### src/rtl/fft_input_framer.sv
// fft_input_framer
// Gathers N real ADC samples (signed IN_FRAC fixed point), widens each one to
// the FFT point format, and hands the completed frame to the FFT core as one
// packed bus with x(0) in the top slice. Each launch produces a one-cycle
// fft_start pulse and is followed by a hold-off gap.
//
//   state    | meaning
//   ---------+--------------------------------------------------------------
//   IDLE     | after reset; waits for en before accepting samples
//   COLLECT  | accepting samples into the collection buffer
//   LAUNCH   | frame_data just updated, fft_start high for this one cycle
//   HOLD     | hold-off gap of HOLDOFF cycles, no samples accepted
module fft_input_framer #(
    parameter int N        = 32,
    parameter int IN_WIDTH = 8,
    parameter int IN_FRAC  = 4,
    parameter int WIDTH    = 16,
    parameter int OUT_FRAC = 8,
    parameter int HOLDOFF  = 4
) (
    input  logic                  clk,
    input  logic                  rst,
    input  logic                  en,
    input  logic                  flush,
    input  logic                  sample_valid,
    input  logic [IN_WIDTH-1:0]   sample_in,
    output logic                  sample_ready,
    output logic [N*WIDTH-1:0]    frame_data,
    output logic                  fft_start,
    output logic [$clog2(N)-1:0]  sample_idx,
    output logic [15:0]           frame_count
);

    localparam int IDX_W  = $clog2(N);
    localparam int SHIFT  = OUT_FRAC - IN_FRAC;
    // The hold counter counts down from HOLDOFF-1 to 0, so it only needs to
    // hold HOLDOFF-1.
    localparam int HOLD_W = (HOLDOFF > 1) ? $clog2(HOLDOFF) : 1;
    localparam logic [HOLD_W-1:0] HOLD_LOAD = (HOLDOFF > 0) ? HOLD_W'(HOLDOFF - 1) : '0;
    localparam logic [IDX_W-1:0]  LAST_IDX  = IDX_W'(N - 1);

    localparam logic [1:0] ST_IDLE    = 2'd0;
    localparam logic [1:0] ST_COLLECT = 2'd1;
    localparam logic [1:0] ST_LAUNCH  = 2'd2;
    localparam logic [1:0] ST_HOLD    = 2'd3;

    logic [1:0]          state_q, state_d;
    logic [HOLD_W-1:0]   hold_cnt_q, hold_cnt_d;
    logic [IDX_W-1:0]    sample_idx_q, sample_idx_d;
    logic [15:0]         frame_count_q, frame_count_d;
    logic [N*WIDTH-1:0]  frame_data_q, frame_data_d;
    logic                fft_start_q, fft_start_d;
    logic [WIDTH-1:0]    buf_q [N];
    logic [WIDTH-1:0]    buf_d [N];

    logic                         ready;
    logic                         accept;
    logic signed [IN_WIDTH-1:0]   sample_s;
    logic signed [WIDTH-1:0]      sample_ext;
    logic [WIDTH-1:0]             sample_conv;

    // Sign-extend to the output width, then move the binary point; exact, so
    // no rounding or saturation is needed.
    assign sample_s    = sample_in;
    assign sample_ext  = WIDTH'(sample_s);
    assign sample_conv = sample_ext <<< SHIFT;

    assign ready  = (state_q == ST_COLLECT) && en && !flush;
    assign accept = ready && sample_valid;

    // Next-state, collection buffer writes and the launch copy into frame_data.
    always_comb begin
        state_d       = state_q;
        hold_cnt_d    = hold_cnt_q;
        sample_idx_d  = sample_idx_q;
        frame_count_d = frame_count_q;
        frame_data_d  = frame_data_q;
        fft_start_d   = 1'b0;
        buf_d         = buf_q;
        case (state_q)
            ST_IDLE: begin
                if (en) begin
                    state_d = ST_COLLECT;
                end
            end
            ST_COLLECT: begin
                if (flush) begin
                    sample_idx_d = '0;
                end else if (accept) begin
                    buf_d[sample_idx_q] = sample_conv;
                    if (sample_idx_q == LAST_IDX) begin
                        // Copy includes the sample landing this very edge.
                        for (int k = 0; k < N; k++) begin
                            frame_data_d[(N-k)*WIDTH-1 -: WIDTH] = buf_d[k];
                        end
                        sample_idx_d  = '0;
                        frame_count_d = frame_count_q + 16'd1;
                        fft_start_d   = 1'b1;
                        state_d       = ST_LAUNCH;
                    end else begin
                        sample_idx_d = sample_idx_q + 1'b1;
                    end
                end
            end
            ST_LAUNCH: begin
                if (HOLDOFF > 0) begin
                    hold_cnt_d = HOLD_LOAD;
                    state_d    = ST_HOLD;
                end else begin
                    state_d = ST_COLLECT;
                end
            end
            ST_HOLD: begin
                if (hold_cnt_q == '0) begin
                    state_d = ST_COLLECT;
                end else begin
                    hold_cnt_d = hold_cnt_q - 1'b1;
                end
            end
            default: begin
                state_d = ST_IDLE;
            end
        endcase
    end

    // State registers; rst clears everything immediately, including fft_start.
    always_ff @(posedge clk or posedge rst) begin
        if (rst) begin
            state_q       <= ST_IDLE;
            hold_cnt_q    <= '0;
            sample_idx_q  <= '0;
            frame_count_q <= '0;
            frame_data_q  <= '0;
            fft_start_q   <= 1'b0;
            for (int k = 0; k < N; k++) begin
                buf_q[k] <= '0;
            end
        end else begin
            state_q       <= state_d;
            hold_cnt_q    <= hold_cnt_d;
            sample_idx_q  <= sample_idx_d;
            frame_count_q <= frame_count_d;
            frame_data_q  <= frame_data_d;
            fft_start_q   <= fft_start_d;
            for (int k = 0; k < N; k++) begin
                buf_q[k] <= buf_d[k];
            end
        end
    end

    assign sample_ready = ready;
    assign frame_data   = frame_data_q;
    assign fft_start    = fft_start_q;
    assign sample_idx   = sample_idx_q;
    assign frame_count  = frame_count_q;

endmodule

### config.mk
export PLATFORM = sky130hd
export DESIGN_NAME = fft_input_framer
export DESIGN_NICKNAME = d
export VERILOG_FILES = /design/src/rtl/fft_input_framer.sv
export SDC_FILE = /design/constraint.sdc
export NUM_CORES = 2
export LEC_CHECK = 0
export ABC_AREA = 1
export ABC_CLOCK_PERIOD_IN_PS = 67700
export BUFFER_PORTS_ARGS = -buffer_cell sky130_fd_sc_hd__clkbuf_2
export CAP_MARGIN = 15
export CORE_ASPECT_RATIO = 0.75
export CORE_UTILIZATION = 62
export CTS_CLUSTER_SIZE = 28
export DETAILED_ROUTE_END_ITERATION = 10
export GPL_TIMING_DRIVEN = 1
export PLACE_DENSITY = 0.95
export SYNTH_ARGS = -nofsm -noshare
export SYNTH_HDL_FRONTEND = slang
export SYNTH_SLANG_ARGS = --single-unit
### constraint.sdc
create_clock -name clk -period 67.7 [get_ports clk]
set_clock_uncertainty 0.05 [all_clocks]
set_input_delay 13.54 -clock clk [delete_from_list [all_inputs] [get_ports clk]]
set_output_delay 13.54 -clock clk [all_outputs]
set_load 0.005 [all_outputs]
---- Yosys cells after proc, flatten, opt, wreduce, memory -nomap -nowiden ----
Index checks and enable logic that the tools add are counted.
storage, ports and cells
  bits in registers ....................... 1050
  input bits .............................. 13
  output and inout port bits .............. 535
  word-level logic and storage cells ...... 87
operators by class
  add/subtract/negate cells ............... 3
  $lt $le $gt $ge ......................... 2
  equality and inequality tests ........... 10
  mux-type cells .......................... 18
  bitwise operators ....................... 2
  reductions and logical operators ........ 14
operator list
  kind                                                 number
  bitwise mux 512 bit                                  1
  demux 16 bit (select 5 bit)                          1
  adder 16 x 1 -> 16 bit (second input constant)       1
  2-to-1 mux 16 bit                                    1
  2-to-1 mux 5 bit                                     3
  2-to-1 mux 2 bit                                     6
  inequality test 2 bit (second input constant)        5
  case mux 2 bit (4 select lines)                      1
  >= comparator 6 bit (second input constant)          1
  < comparator 6 x 1 -> 1 bit (second input constant)  1
  NOT 5 -> 6 bit                                       1
  adder 5 x 1 -> 5 bit (second input constant)         1
  == test 5 bit (second input constant)                1
  AND reduction 5 bit                                  1
  == test 2 bit (second input constant)                2
  logical AND 1 bit                                    4
  logical NOT 2 bit                                    2
  2-to-1 mux 1 bit                                     4
  case mux 2 bit (2 select lines)                      1
  AND reduction 2 bit                                  2
  AND reduction 4 bit                                  1
  nonzero test 2 bit                                   2
  AND reduction 3 bit                                  1
  == test 2 x 1 -> 1 bit (second input constant)       1
  4 further kinds                                      4

---- Depth between registers and ports, before layout ----
  word-level depth ........................ 7
  depth in mapped cells ................... 11
  depth with buffers taken out ............ 9

---- Least setup slack after synthesis ----
Ideal clock, no wire load.
  path kind ............................... input to output
  start point ............................. in en
  end point ............................... out sample_ready
  arrival ................................. 13.716 ns
  data required time ...................... 54.110 ns
  slack ................................... 40.394 ns
  cell stages on the path ................. 2
  path buffers ............................ 0
  path through ............................ nand2_1 nor2_2
between the ends
  cells in the longest elaborated chain, start to end .. 2
RTL lines
  element                         line  RTL
  start: declaration              23    input logic en,
  logical AND 1 bit (2 in a row)  68    assign ready = (state_q == ST_COLLECT) && en && !flush;
  end: declaration                27    output logic sample_ready,
Every way passes these cells.

---- Worst setup path after layout ----
Same ends and word-level chain as after synthesis.

==> summary.txt <==
Run status
  • Outcome: completed

Detailed routing
  • Routed via count: ~36000
  • Antenna-violating nets left: 0
  • WL final: around 120 mm
  • Drt wl/cell: 19.0 um
  • Drt pass-1 iters: 6
  • Initial DRC Count: 4498
  • DRC: 0
  • Number of vias per cell: roughly 5.8

Clock network
  • CTS H-tree lvls: 3
  • Number of buffers created by CTS: 95
  • Num Clock Sinks: 1050
  • Cts hold-fix bufs: 0
  • Max clock buf depth: 3
  • Clock root buffer: clkbuf_16
  • TritonCTS clock tree: done
  • Post-cts resize count: 0
  • Clk_lat worst skew: around 0.66 ns
  • Clock-pin slew on the worst setup and hold paths: about 0.06 ns
  • Post-CTS setup repair buffer count: 0

STA
  • Final worst-path cycle share: 41.5%
  • Setup TNS: 0 ns
  • Worst rel slew slack: 20.9%
  • Final Hold Viols: 0
  • Fin crit period: roughly 28 ns
  • Worst-Margin Slew: approximately 1.2 ns
  • Post-route setup slack: roughly 40 ns
  • Pins Over Slew Limit: 0
  • Fmax achieved: approximately 36 MHz
  • # setup viols final: 0
  • RSZ-0062 raised after global routing: no

GRT
  • Vias in the first global route: 36300
  • Largest net degree at the start of global routing: about 250
  • Antenna violations before repair: 1
  • First-pass GRT wire length: 191 mm
  • Total gr overflow: 0
  • GRT Overall Usage: 34.6%

Critical path
  • CP required: 54.11 ns
  • Worst EP arrival: between 10 and 15 ns
  • Nature of the critical path endpoint: output pin
  • Most frequent CP cell: clkbuf_2
  • Startpoint types: input port
  • CP Cell Sequence: clkbuf_2 > nand2_1 > nor2_2 > clkbuf_2
  • Crit path buf inv count: 2
  • CP max stage delay: about 0.38 ns
  • Critical path class: in -> out
  • Top delay family on crit path: simple AND/OR/NAND/NOR gates
  • Slowest CP cell: nor2_2
  • Crit path max fanout: 3

Synth
  • Distinct cells, synth: 30
  • Sequential share of the synthesized area: ~61%
  • Syn Nets: around 5000
  • Post-Syn Area per Cell: 8.61 sq um
  • Synthesized cell area: ~43000 sq um
  • Cells after Synth: roughly 5000
  • Yosys reg bits: around 1100
  • Ys Warns: 0

Final layout
  • Most frequent cells in the layout: nand2_1, dfrtp_1, o21ai_0
  • Most common cell after layout, fill and taps aside: nand2_1
  • Post-layout util: just over 70%
  • Ratio of cells with drive above 1 in the final layout: 14.5%
  • N_diodes: 0
  • Nets: about 5400
  • Synthesis-to-finish area growth: 14.5%

Place
  • Number of buffers added on ports: 547
  • Final HPWL DP: 71.3 mm
  • Pre-CTS setup slack: around 40 ns
  • Gpl congestion: about 0.85

Die
  • Initial Util: 63.3%
  • Core box area: between 60000 and 70000 sq um
  • Rows: between 80 and 90
  • Die area: roughly 70000 sq um
  • Number of I/O pins: between 500 and 600
  • Die Y: roughly 230 um
  • Die width: 305 um

Power
  • Pwr/cell area: approximately 28 nW/um^2
  • Pleak: around 28 nW
  • Worst ir drop on vdd: between 0.02 and 0.025 mV
  • Power Total: around 1.4 mW

Hold path
  • Min-delay worst type: reg -> reg

Job
  • Number of max-cap violations: 0
==> routing by layer <==
layer | wire, um | part of all wire, % | track usage [%]
met2 | 57600 | 48 | 56.0
met1 | 43600 | 36 | 43.3
met5 | 13 | 0.011 | 0
met3 | 12200 | 10 | 7.74
met4 | 6910 | 5.7 | 19.5
==> power by group <==
| part | switching (mW) | internal [mW] | total (mW) |
|---|---|---|---|
| Combinational | 0.105 | 0.0381 | 0.143 |
| Sequential | 0.0176 | 0.666 | 0.684 |
| Clock | 0.244 | 0.318 | 0.562 |
| Total | 0.367 | 1.02 | 1.39 |
==> through the flow <==
| stage | std cells | area (sq um) | hold WS, ns |
|---|---|---|---|
| finish | 6321 | 49000 | 0.422 |
| global route | 6321 | 49000 | 0.443 |
| CTS | 6313 | 48900 | 0.424 |
| detailed placement | 6135 | 45600 | 0.408 |
| global placement | 6135 | 45600 | 0.403 |
| floorplan | 4963 | 42800 | 0.392 |
==> synth_stat cells <==
cell type | n | area [sq um]
inv_1 | 463 | 1740
o211ai_1 | 113 | 848
xnor2_1 | 2 | 17.5
buf_6 | 3 | 33.8
clkinv_2 | 1 | 5.00
nor2_2 | 10 | 62.6
ha_1 | 11 | 138
nor2_4 | 3 | 33.8
buf_1 | 14 | 52.6
clkbuf_2 | 1 | 5.00
o21ai_1 | 4 | 20.0
nand2_1 | 2103 | 7890
nand3_2 | 3 | 30.0
inv_2 | 5 | 18.8
o21ai_0 | 664 | 3320
buf_2 | 123 | 616
o31ai_1 | 8 | 60.1
clkinv_1 | 2 | 7.51
nor2_1 | 175 | 657
nand4_1 | 2 | 12.5
clkbuf_1 | 142 | 533
dfrtp_1 | 1050 | 26300
nand3_1 | 36 | 180
nor3_1 | 1 | 5.00
or2_2 | 1 | 6.26
nand3b_1 | 2 | 15.0
xor2_1 | 5 | 43.8
buf_4 | 14 | 105
a21o_1 | 1 | 7.51
nand4_2 | 1 | 12.5
==> final cells by class <==
type / count / area [sq um]
multi-input combinational: 3145 / 13400
inverter: 471 / 1780
clock inverter: 49 / 546
tap: 882 / 1100
timing repair buffer: 595 / 3160
fill: 4138 / 18500
sequential: 1050 / 26300
clock buffer: 129 / 2720
==> sequential cells by signal, indices dropped and copies added, names as in the netlist <==
name,flops
sample_idx,5
state_q,2
hold_cnt_q,2
frame_count,16
fft_start,1
frame_data,512
buf_q,512
==> cell families (layout without fill, tap and decap cells) <==
logic type	Yosys count	count (layout)	share of synthesized area, %
xor+xnor	7	7	0.143
buf+inv	768	1244	7.28
compound gates	790	790	9.96
flops	1050	1050	61.5
fa+ha+maj	11	11	0.322
simple gates	2337	2337	20.8
==> worst min-delay path, delay by kind of cell (launching register included) <==
kind	cells	cell delay (ns)
AND/OR/NAND/NOR	2	0.10
flip-flops	1	0.34
==> final timing paths <==
check / start / end / slack [ns] / depth (start not counted)
max in group asynchronous: rst / buf_q[190]$_DFFE_PP0P_ / 49.43 / 7
setup / recovery: en / sample_ready / 39.60 / 4
hold / removal: buf_q[286]$_DFFE_PP0P_ / buf_q[286]$_DFFE_PP0P_ / 0.42 / 2
setup reg to reg: sample_idx[0]$_DFFE_PP0P_ / frame_data[97]$_DFFE_PP0P_ / 63.11 / 8
hold reg to reg: buf_q[286]$_DFFE_PP0P_ / buf_q[286]$_DFFE_PP0P_ / 0.42 / 2
min in group asynchronous: rst / frame_data[465]$_DFFE_PP0P_ / 12.95 / 2
Note: power is estimated with default switching activity, not from simulation.
